**src/rtl/dbg_mux_sched.sv**
```systemverilog
// dbg_mux_sched: round-robin scheduler that multiplexes four 10-bit
// diagnostic sources into one valid/ready word stream with a minimum idle gap.
// Ports: cam_pclk, cam_resetn (async, active-low); src_value[39:0],
//   src_strobe[3:0], src_enable[3:0] in; out_word[12:0]={id,ovr,value},
//   out_valid out, out_ready in; drop_count[7:0] saturating lost-value count.
module dbg_mux_sched #(
  parameter logic [15:0] GAP_CYCLES = 16'd1000
) (
  input  logic        cam_pclk,
  input  logic        cam_resetn,
  input  logic [39:0] src_value,
  input  logic [3:0]  src_strobe,
  input  logic [3:0]  src_enable,
  output logic [12:0] out_word,
  output logic        out_valid,
  input  logic        out_ready,
  output logic [7:0]  drop_count
);

  typedef enum logic [1:0] {
    S_IDLE,
    S_PRESENT,
    S_GAP
  } state_t;

  state_t            state_q, state_d;
  logic [3:0][9:0]   hold_q, hold_d;
  logic [3:0]        pend_q, pend_d;
  logic [3:0]        ovr_q, ovr_d;
  logic [1:0]        last_q, last_d;
  logic [15:0]       gap_q, gap_d;
  logic [12:0]       word_q, word_d;
  logic              valid_q, valid_d;
  logic [7:0]        drop_q, drop_d;

  logic [3:0]        cand;
  logic              gnt_vld;
  logic [1:0]        gnt_id;
  logic [1:0]        idx;
  logic              do_grant;
  logic [2:0]        drops;
  logic [8:0]        drop_sum;

  assign out_word   = word_q;
  assign out_valid  = valid_q;
  assign drop_count = drop_q;

  // Rotating priority: search begins one past the last granted source.
  always_comb begin
    cand    = pend_q & src_enable;
    gnt_vld = 1'b0;
    gnt_id  = 2'd0;
    idx     = 2'd0;
    for (int i = 0; i < 4; i++) begin
      idx = last_q + 2'(i + 1);
      if (!gnt_vld && cand[idx]) begin
        gnt_vld = 1'b1;
        gnt_id  = idx;
      end
    end
  end

  assign do_grant = (state_q == S_IDLE) && gnt_vld;

  // Per-source capture. A strobe on the edge that grants the same source
  // refills the emptied slot rather than counting as an overwrite.
  always_comb begin
    hold_d = hold_q;
    pend_d = pend_q;
    ovr_d  = ovr_q;
    drops  = 3'd0;
    for (int k = 0; k < 4; k++) begin
      if (!src_enable[k]) begin
        pend_d[k] = 1'b0;
        ovr_d[k]  = 1'b0;
      end else if (src_strobe[k]) begin
        hold_d[k] = src_value[10*k +: 10];
        if (do_grant && (gnt_id == 2'(k))) begin
          pend_d[k] = 1'b1;
          ovr_d[k]  = 1'b0;
        end else if (pend_q[k]) begin
          ovr_d[k] = 1'b1;
          drops    = drops + 3'd1;
        end else begin
          pend_d[k] = 1'b1;
          ovr_d[k]  = 1'b0;
        end
      end else if (do_grant && (gnt_id == 2'(k))) begin
        pend_d[k] = 1'b0;
        ovr_d[k]  = 1'b0;
      end
    end
  end

  always_comb begin
    drop_sum = {1'b0, drop_q} + {6'd0, drops};
    if (drop_sum > 9'd255) begin
      drop_d = 8'hFF;
    end else begin
      drop_d = drop_sum[7:0];
    end
  end

  always_comb begin
    state_d = state_q;
    valid_d = valid_q;
    word_d  = word_q;
    last_d  = last_q;
    gap_d   = gap_q;
    unique case (state_q)
      S_IDLE: begin
        if (gnt_vld) begin
          word_d  = {gnt_id, ovr_q[gnt_id], hold_q[gnt_id]};
          valid_d = 1'b1;
          last_d  = gnt_id;
          state_d = S_PRESENT;
        end
      end
      S_PRESENT: begin
        if (out_ready) begin
          valid_d = 1'b0;
          gap_d   = 16'd0;
          if (GAP_CYCLES == 16'd0) begin
            state_d = S_IDLE;
          end else begin
            state_d = S_GAP;
          end
        end
      end
      S_GAP: begin
        // One cycle in IDLE follows, giving GAP_CYCLES+2 between words.
        if (gap_q == GAP_CYCLES - 16'd1) begin
          gap_d   = 16'd0;
          state_d = S_IDLE;
        end else begin
          gap_d = gap_q + 16'd1;
        end
      end
      default: begin
        state_d = S_IDLE;
        valid_d = 1'b0;
      end
    endcase
  end

  always_ff @(posedge cam_pclk or negedge cam_resetn) begin
    if (!cam_resetn) begin
      state_q <= S_IDLE;
      hold_q  <= '0;
      pend_q  <= 4'd0;
      ovr_q   <= 4'd0;
      last_q  <= 2'd3;
      gap_q   <= 16'd0;
      word_q  <= 13'd0;
      valid_q <= 1'b0;
      drop_q  <= 8'd0;
    end else begin
      state_q <= state_d;
      hold_q  <= hold_d;
      pend_q  <= pend_d;
      ovr_q   <= ovr_d;
      last_q  <= last_d;
      gap_q   <= gap_d;
      word_q  <= word_d;
      valid_q <= valid_d;
      drop_q  <= drop_d;
    end
  end

endmodule
```
**config.mk**
```make
export PLATFORM = sky130hd
export DESIGN_NAME = dbg_mux_sched
export DESIGN_NICKNAME = d
export VERILOG_FILES = /design/src/rtl/dbg_mux_sched.sv
export SDC_FILE = /design/constraint.sdc
export NUM_CORES = 1
export LEC_CHECK = 0
export BUFFER_PORTS_ARGS = -buffer_cell sky130_fd_sc_hd__buf_2
export CAP_MARGIN = 5
export CORE_ASPECT_RATIO = 1.5
export CORE_MARGIN = 5
export CORE_UTILIZATION = 51
export DETAILED_ROUTE_END_ITERATION = 12
export PLACE_DENSITY = 0.73
export SKIP_CTS_REPAIR_TIMING = 1
export SLEW_MARGIN = 20
export SYNTH_ARGS = -nofsm -noshare
export SYNTH_HDL_FRONTEND = slang
export SYNTH_SLANG_ARGS = --single-unit
export TNS_END_PERCENT = 5
```
**constraint.sdc**
```tcl
create_clock -name cam_pclk -period 4 [get_ports cam_pclk]
set_input_delay 0.8 -clock cam_pclk [delete_from_list [all_inputs] [get_ports cam_pclk]]
set_output_delay 0.8 -clock cam_pclk [all_outputs]
set_load 0.01 [all_outputs]
```
Word level (Yosys, flattened, before mapping)
Index checks and enable logic that the tools add are counted.
Word-level totals
  logic and storage cells: 144
  output and inout bits: 22
  input port bits: 51
  register bits after elaboration: 90
Cells by class
  multiplexer cells: 75
  reductions and logical operators: 22
  bitwise operators: 2
  $lt $le $gt $ge: 6
  equal/unequal tests: 13
  $add $sub $neg: 8
Operators by type and width (count)
  two-way mux 1 bit: 43
  two-way mux 3 bit: 12
  two-way mux 16 bit: 2
  one-hot mux 16 bit (2 select lines): 1
  binary-select mux 10 bit (select 2 bit): 1
  adder 16 x 1 -> 16 bit (second input constant): 1
  == test 16 x 10 -> 1 bit (second input constant): 1
  less-than comparator 2 x 3 -> 1 bit (second input constant): 5
  two-way mux 2 bit: 7
  != test 3 x 2 -> 1 bit (second input constant): 4
  AND reduction 2 bit: 6
  binary-select mux 1 bit (select 2 bit): 5
  two-way mux 10 bit: 1
  adder 3 x 1 -> 3 bit (second input constant): 3
  adder 8 x 3 -> 9 bit: 1
  greater-than comparator 9 x 8 -> 1 bit (second input constant): 1
  logical AND 1 bit: 8
  two-way mux 8 bit: 1
  == test 2 bit (second input constant): 3
  != test 2 bit (second input constant): 3
  one-hot mux 2 bit (3 select lines): 1
  AND reduction 3 bit: 2
  adder 2 bit (second input constant): 2
  AND 4 bit: 1
  other kinds (7): 11

Longest topological paths before layout
Gate-level depths: netlist of run 1.
  depth after elaboration: 36
  depth in mapped cells: 20
  depth with buffers taken out: 18

Worst setup path after synthesis of run 1
No wires, ideal clock.
  path kind: input -> register
  start: in src_enable[2]
  end: reg drop_q[5] (netlist: drop_count[5])
  arrival time: 4.621 ns
  required time: 3.874 ns
  buffers on the path: 2
  cell stages on the path: 20
  slack: -0.748 ns
  setup time: 0.126 ns
  path through: and2_1 > o22ai_1 > a211oi_2 > buf_2 > buf_2 > and3_1 > nor2b_1 > ha_1 > nand2_1 > o2bb2ai_2 > ha_1 > mux2_4 > ha_1 > mux2_2 > ha_1 > a21o_1 > a21oi_1 > nor2_1 > xnor2_1 > nand2_1
On the way
  cells in the longest elaborated chain, start to end: 36
  elaborated cells on any way between the ends: 53
  those cells by class: add/sub: 4; order compare: 1; eq/ne: 3; mux: 32; bitwise: 1; reduce/logical: 12
RTL lines
  start: declaration: line 13  | input logic [3:0] src_enable,
  AND 4 bit: line 50  | cand = pend_q & src_enable;
  binary-select mux 1 bit (select 2 bit): line 56  | if (!gnt_vld && cand[idx]) begin
  two-way mux 1 bit (implied by the code): line 56
  two-way mux 1 bit: line 56
  zero test 1 bit: line 56
  logical AND 1 bit: line 56
  two-way mux 1 bit: line 56
  zero test 1 bit: line 56
  (+21 left out)
  two-way mux 3 bit: line 81  | end else if (pend_q[k]) begin
  two-way mux 3 bit: line 78  | if (do_grant && (gnt_id == 2'(k))) begin
  two-way mux 3 bit: line 76  | end else if (src_strobe[k]) begin
  two-way mux 3 bit (*): line 73  | if (!src_enable[k]) begin
  adder 8 x 3 -> 9 bit (*): line 96  | drop_sum = {1'b0, drop_q} + {6'd0, drops};
  greater-than comparator 9 x 8 -> 1 bit: line 97  | if (drop_sum > 9'd255) begin
  two-way mux 8 bit (*): line 97
  net drop_d[5]: line 34  | logic [7:0] drop_q, drop_d;
  end signal: assignment: line 166  | drop_q <= drop_d;
  end: declaration: line 34
Mark *: on every way through the listed nets, which the timed path passes. The rest lies on a longest branch. The select of a mux whose other input is x is not followed.
A chain may end at the register's enable or synchronous reset.

Worst setup path in the final report of run 1
  start: in src_enable[3]
  end: reg drop_q[7] (netlist: drop_count[7])
The elaborated chain is that of the path after synthesis.

==> results_dict.tcl, run 1 <==
set metrics [dict create \
    yosysUniqueCellTypes 55 \
    cp-end-kind "register" \
    grt_max_degree 77 \
    yosysSeqAreaShare_pct 50.89 \
    tns_ns 0 \
    reg2reg_to "drop_count[7]$_DFF_PN0_" \
    cts_htree_levels 3 \
    die_x_um 86.10 \
    critPathArrivalTime_ns 4.17 \
    cp-start-kind "input pin" \
    dp_hpwl_um 7252 \
    drv_slew 0 \
    power.total_uw 2317 \
    cts_inserted_buffers 9 \
    holdPathEnd "out_word[12]$_DFFE_PN0P_" \
    avgViaCountPerCell 5.509 \
    grt_pass1_wl_um 16290 \
    reg2reg_slack_ns 0.08 \
    finalHoldViolCount 0 \
    ys.warnings.count 0 \
    worst_slew_pin_slew_ns 1.002 \
    die-area_um2 10690 \
    io_pins 73 \
    initial_core_util_pct 52.34 \
    whs_path_depth 1 \
    wire_per_inst_um 17.09 \
    p_sw_share_pct 26.97 \
    reg2reg_from "last_q[1]$_DFFE_PN1P_" \
    finalHoldWorstSlack_ns 0.4750 \
    cts.reportedPaths.clkPinSlew_ns 0.06 \
    cp_cell_sequence "buf_6 > and3_4 > o32ai_4 > or2_4 > and3_4 > nor2b_2 > ha_1 > nand2_1 > o2bb2ai_2 > ha_1 > mux2_4 > ha_4 > mux2_4 > ha_4 > a21o_1 > a21oi_4 > nor3b_2 > nand3_1 > o21a_1" \
    syn_avg_cell_area_um2 11.51 \
    seqPwrFrac_pct 46.5 \
    postSynthCellCount 385 \
    finalCritPeriodShare_pct 98.65 \
    relSlewSlack_pct 32.88 \
    cp_max_fo 5 \
    power_frac_clock_pct 34.4 \
    ir_drop_v 0.0003563 \
    rsz0062_at_grt "true" \
    grt_pass1_vias 3372 \
    slowest_delay_ns 0.28 \
    io_buffers 72 \
    skew_ns 0.004755 \
    clk_latency_ns 0.33 \
    nets 539 \
    syn2layout_area_growth_pct 23.72 \
    critPathRequiredTime_ns 4.22 \
    pwr_density_cell_nw_per_um2 422.6 \
    drc_errors 0 \
    grt_overflow 0 \
    maxCapViolations 0 \
    ys_async_sr_fraction_pct 100.0 \
    cts_tree "built" \
    critical_path_class "in2reg" \
    track_usage_pct 19.86 \
    syn-num-nets 444 \
    min_period_ns 3.946 \
    syn_area_um2 4430 \
    drt_wl_total_um 10140 \
    r2r_cells 18 \
    multi_input_area_um2 2202 \
    cp_slowest_cell "o32ai_4" \
    synth_flop_cell "dfrtp_1" \
    dr.pass1.iters 4 \
    fmax_ghz 0.2534 \
    drive_gt1_share_pct 41.65 \
    finalSetupViolations 0 \
    hp-start "out_word[12]$_DFFE_PN0P_" \
    status "completed" \
    drtAntennaViolNets 0 \
    design.core.area_um2 8464 \
    cts-root-buf "clkbuf_16" \
    fin_util_pct 64.76 \
    intPower_uw 1692 \
    vias 3267 \
    min_path_type "reg2reg" \
    antenna_found_initial 1 \
    leakage_uw 0.002553 \
    nFillCells 673 \
    p_sw_uw 624.7 \
    synth-edff-count 0 \
    seq_area_um2 2255 \
    cts_sinks 90 \
    rows 41 \
    drt_iter0_drc 147 \
    place_congestion 0.9110 \
    synth.ff_latch_count 90 \
    combPwrFrac_pct 19.1 \
    cts_max_path_buffers 2 \
    die_h_um 124.2 \
]
[worst max-delay path, delay by kind of cell]
kind	cells	cell delay [ns]
and+or+nand+nor	7	0.91
adders and majority gates	4	1.00
AOI/OAI and AO/OA	5	0.79
buffers and inverters	1	0.10
muxes	2	0.55
[cell families (layout without fill, tap and decap cells)]
family / Yosys count / count (layout) / synth area share [%]
xor+xnor: 18 / 18 / 3.558
other cells: 0 / 1 / 0
buf+inv: 23 / 123 / 2.344
simple gates: 113 / 113 / 12.62
compound gates: 53 / 53 / 8.472
mux: 80 / 80 / 19.68
flops: 90 / 90 / 50.89
fa+ha+maj: 8 / 8 / 2.429
[routing by layer]
layer  vias to the layer above  wire (µm)  GRT usage (%)
met3                        21        496          5.559
met5                         -          0              0
met4                         0        294          8.119
met1                      1610       4018          22.82
met2                        79       5327          34.60
li1                       1557          -              -
[cells in the final DEF, fill, tap and decap left out, types with 5 or more instances in the layout]
master,n
mux2i_1,25
xor2_1,11
clkbuf_16,9
mux2_2,52
o21ai_0,21
nand2_1,40
nand3_1,12
dfrtp_1,88
ha_1,5
xnor2_1,7
buf_4,29
inv_1,7
a21oi_1,7
and3_1,6
nor2_1,15
buf_2,70
[through the flow]
stage | area [µm²] | instances | setup WS (ns)
2_1_floorplan | 4491 | 385 | -0.3150
3_3_place_gp | 5104 | 575 | -0.2330
3_5_place_dp | 5104 | 575 | -0.3768
4_1_cts | 5386 | 591 | -0.05759
5_1_grt | 5482 | 593 | -0.07371
6_report | 5482 | 593 | 0.05388
[worst max-delay path by stage]
stage / from / to / slack [ns]
finish: src_enable[3] / drop_count[7]$_DFF_PN0_ / 0.05
global route: src_enable[3] / drop_count[7]$_DFF_PN0_ / -0.07
CTS: src_enable[1] / drop_count[0]$_DFF_PN0_ / -0.06
detailed placement: src_enable[1] / drop_count[0]$_DFF_PN0_ / -0.38
global placement: src_enable[1] / drop_count[0]$_DFF_PN0_ / -0.23
floorplan: src_enable[2] / drop_count[5]$_DFF_PN0_ / -0.32
[layout make-up]
class,instances,area share (%)
antenna,1,0.04565
clock buffer,12,4.679
clock inverter,4,0.4793
inverter,7,0.4793
multi-input combinational,272,40.17
sequential,90,41.13
tap,107,2.442
timing repair buffer,100,10.57
[registers in the layout, summed over array words and instances (netlist names)]
signal / count
hold_q: 40
last_q: 2
out_word: 13
state_q: 2
out_valid: 1
ovr_q: 4
drop_count: 8
gap_q: 16
pend_q: 4
[Yosys cell counts (3+ instances only)]
master    number  area [µm²]
mux2i_1       26       260.3
xor2_1        11       96.34
nor4_1         3       18.77
nor3b_1        3       22.52
a21oi_1        8       40.04
nor3_1         4       20.02
a21o_1         3       22.52
nand3_1       13       65.06
nand2_1       43       161.4
nor2b_1        3       18.77
nand2b_1       3       18.77
nor2_1        17       63.81
ha_1           7       87.58
and2_1         4       25.02
and3_1         8       50.05
inv_1          7       26.28
mux2_2        53       596.8
o21ai_0       21       105.1
dfrtp_1       88        2202
xnor2_1        7       61.31
clkbuf_1      10       37.54
[power groups by stage]
stage | clock network, µW | registers, µW | logic [µW]
floorplan | 0 | 1090 | 263
global placement | 0 | 1090 | 418
detailed placement | 0 | 1090 | 430
CTS | 810 | 1070 | 433
global route | 854 | 1090 | 489
finish | 797 | 1080 | 443
Note: power is estimated with default switching activity, not from simulation.
==> run 2, diff against run 1 <==
--- a/config.mk
+++ b/config.mk
@@ -9,9 +9,11 @@
 export CAP_MARGIN = 5
 export CORE_ASPECT_RATIO = 1.5
 export CORE_MARGIN = 5
-export CORE_UTILIZATION = 51
+export CORE_UTILIZATION = 53
+export CTS_BUF_LIST = sky130_fd_sc_hd__clkbuf_4
 export DETAILED_ROUTE_END_ITERATION = 12
-export PLACE_DENSITY = 0.73
+export PLACE_DENSITY = 0.76
+export SETUP_SLACK_MARGIN = 0.3
 export SKIP_CTS_REPAIR_TIMING = 1
 export SLEW_MARGIN = 20
 export SYNTH_ARGS = -nofsm -noshare
==> constraint.sdc (replaced) <==
create_clock -name cam_pclk -period 3.2 [get_ports cam_pclk]
set_input_delay 0.64 -clock cam_pclk [delete_from_list [all_inputs] [get_ports cam_pclk]]
set_output_delay 0.64 -clock cam_pclk [all_outputs]
set_load 0.01 [all_outputs]
==> run 2 against run 1 <==
  * The run now ends with negative setup slack left
  * Largest power group unchanged
  * First-iteration DRC count decreased by 15%
  * Clock skew increased by 0.0076 ns
  * Via count unchanged
  * Design area decreased by 2.1%
  * Sequential share of layout area increased by 0.90 points
  * Critical endpoint unchanged
  * Highest routed layer unchanged
==> results_dict.tcl, run 2 (synthesis results as in run 1) <==
set metrics [dict create \
    mostFrequentLayoutCells "dfrtp_1, buf_2, mux2_2" \
    seq_area_um2 2255 \
    die_h_um 122.0 \
    drive_gt1_share_pct 41.53 \
    diodes 0 \
    skew_ns 0.01236 \
    relSlewSlack_pct 38.60 \
    cp-start-kind "register" \
    critPathArrivalTime_ns 4.16 \
    io_pins 73 \
    leakage_uw 0.002528 \
    drt_iter0_drc 125 \
    place_congestion 0.8909 \
    syn2layout_area_growth_pct 21.07 \
    largest_register_ffs 40 \
    design.core.area_um2 8310 \
    die_x_um 84.65 \
    avgViaCountPerCell 5.418 \
    finalWorstSetupSlack_ns -0.6111 \
    wire_per_inst_um 16.36 \
    largest_register "hold_q" \
    cts_sinks 90 \
    ir_drop_v 0.0003552 \
    min_path_type "in2async" \
    multi_input_area_um2 2152 \
    cp-end-kind "register" \
    fin_util_pct 64.54 \
    slowest_delay_ns 0.61 \
    drt_wl_total_um 9866 \
    cp_max_fo 5 \
    rows 41 \
    initial_core_util_pct 53.31 \
    grt_max_degree 59 \
    finalCritPeriodShare_pct 119.1 \
    cp_slowest_cell "dfstp_2" \
    cp_cell_sequence "inv_1 > o32ai_2 > or2_4 > and3_4 > nor2b_2 > ha_1 > nand2_1 > o2bb2ai_2 > ha_1 > mux2_4 > ha_4 > mux2_4 > ha_4 > a21o_1 > a21oi_4 > nor3b_2 > nand3_1 > o21a_1" \
    grt_overflow 0 \
    die-area_um2 10330 \
    grt_pass1_wl_um 16370 \
    cts_htree_levels 3 \
    grt_pass1_vias 3509 \
    min_period_ns 3.811 \
    io_buffers 72 \
    dr.pass1.iters 4 \
    nFillCells 683 \
    cts_max_path_buffers 2 \
    fmax_ghz 0.2624 \
    clk_latency_ns 0.45 \
    tns_ns -4.300 \
    final_common_cell "dfrtp_1" \
    drtAntennaViolNets 0 \
    dp_hpwl_um 7431 \
    finalSetupViolations 8 \
    drv_slew 0 \
    nets 551 \
    fin_area_um2 5364 \
    maxCapViolations 0 \
    vias 3267 \
    cts-root-buf "clkbuf_4" \
    cts.reportedPaths.clkPinSlew_ns 0.14 \
    violations "negative setup slack" \
    rsz0062_at_grt "true" \
    antenna_found_initial 0 \
    track_usage_pct 20.37 \
    finalHoldViolCount 0 \
    drc_errors 0 \
    pwr_density_cell_nw_per_um2 472.3 \
    critPathRequiredTime_ns 3.55 \
    critical_path_class "reg2reg" \
    cts_tree "built" \
    worst_slew_pin_slew_ns 0.9167 \
    dpl_cell_area_um2 5201 \
    status "finished with violations" \
    cts_inserted_buffers 9 \
]
## run 2: power breakdown
group	internal, µW	switching [µW]
sequential	1260	82.9
clock	235	394
combinational	297	265
total	1790	742
## run 2: final timing paths
kind / start / end / slack, ns / depth (start not counted)
min in group cam_pclk: src_value[2] / hold_q[2]$_DFFE_PN0P_ / 0.40 / 2
worst min register to register: out_word[3]$_DFFE_PN0P_ / out_word[3]$_DFFE_PN0P_ / 0.50 / 2
worst min-delay path: cam_resetn / hold_q[21]$_DFFE_PN0P_ / 0.22 / 1
worst max register to register: last_q[1]$_DFFE_PN1P_ / drop_count[7]$_DFF_PN0_ / -0.61 / 18
max in group asynchronous: cam_resetn / last_q[0]$_DFFE_PN1P_ / 2.21 / 2
worst max-delay path: last_q[1]$_DFFE_PN1P_ / drop_count[7]$_DFF_PN0_ / -0.61 / 18
## run 2: critical path: cells and delay by family (launching register included)
kind / cells / cell delay, ns
multiplexers: 2 / 0.55
flip-flops: 1 / 0.61
AO/OA/AOI/OAI: 5 / 0.77
buffers and inverters: 1 / 0.07
AND/OR/NAND/NOR: 6 / 0.73
adder cells (fa/ha/maj): 4 / 0.99
## run 2: metrics by stage
stage	std cells	total power, µW	worst slack (ns)	hold slack, ns
4_1_cts	603	2551	-0.7086	0.2324
6_report	603	2533	-0.6111	0.2230
2_1_floorplan	385	1694	-0.9550	0.3444
3_3_place_gp	588	1897	-0.8728	0.4646
5_1_grt	603	2679	-0.8128	0.2623
3_5_place_dp	588	1926	-0.9935	0.4700
## run 2: per-layer routing
layer / track usage [%] / wire length (µm) / vias up
met3: 6.157 / 547 / 25
met4: 9.010 / 318 / 0
met5: 0 / 0 / -
met2: 35.05 / 5090 / 78
li1: - / - / 1580
met1: 23.28 / 3910 / 1584
## run 2: cell type report
cell class                 count  area share, %
sequential                    90          42.03
multi-input combinational    272          40.12
timing repair buffer         112          12.36
tap                          107          2.496
clock buffer                   9          1.260
clock inverter                 6          1.236
inverter                       7         0.4899
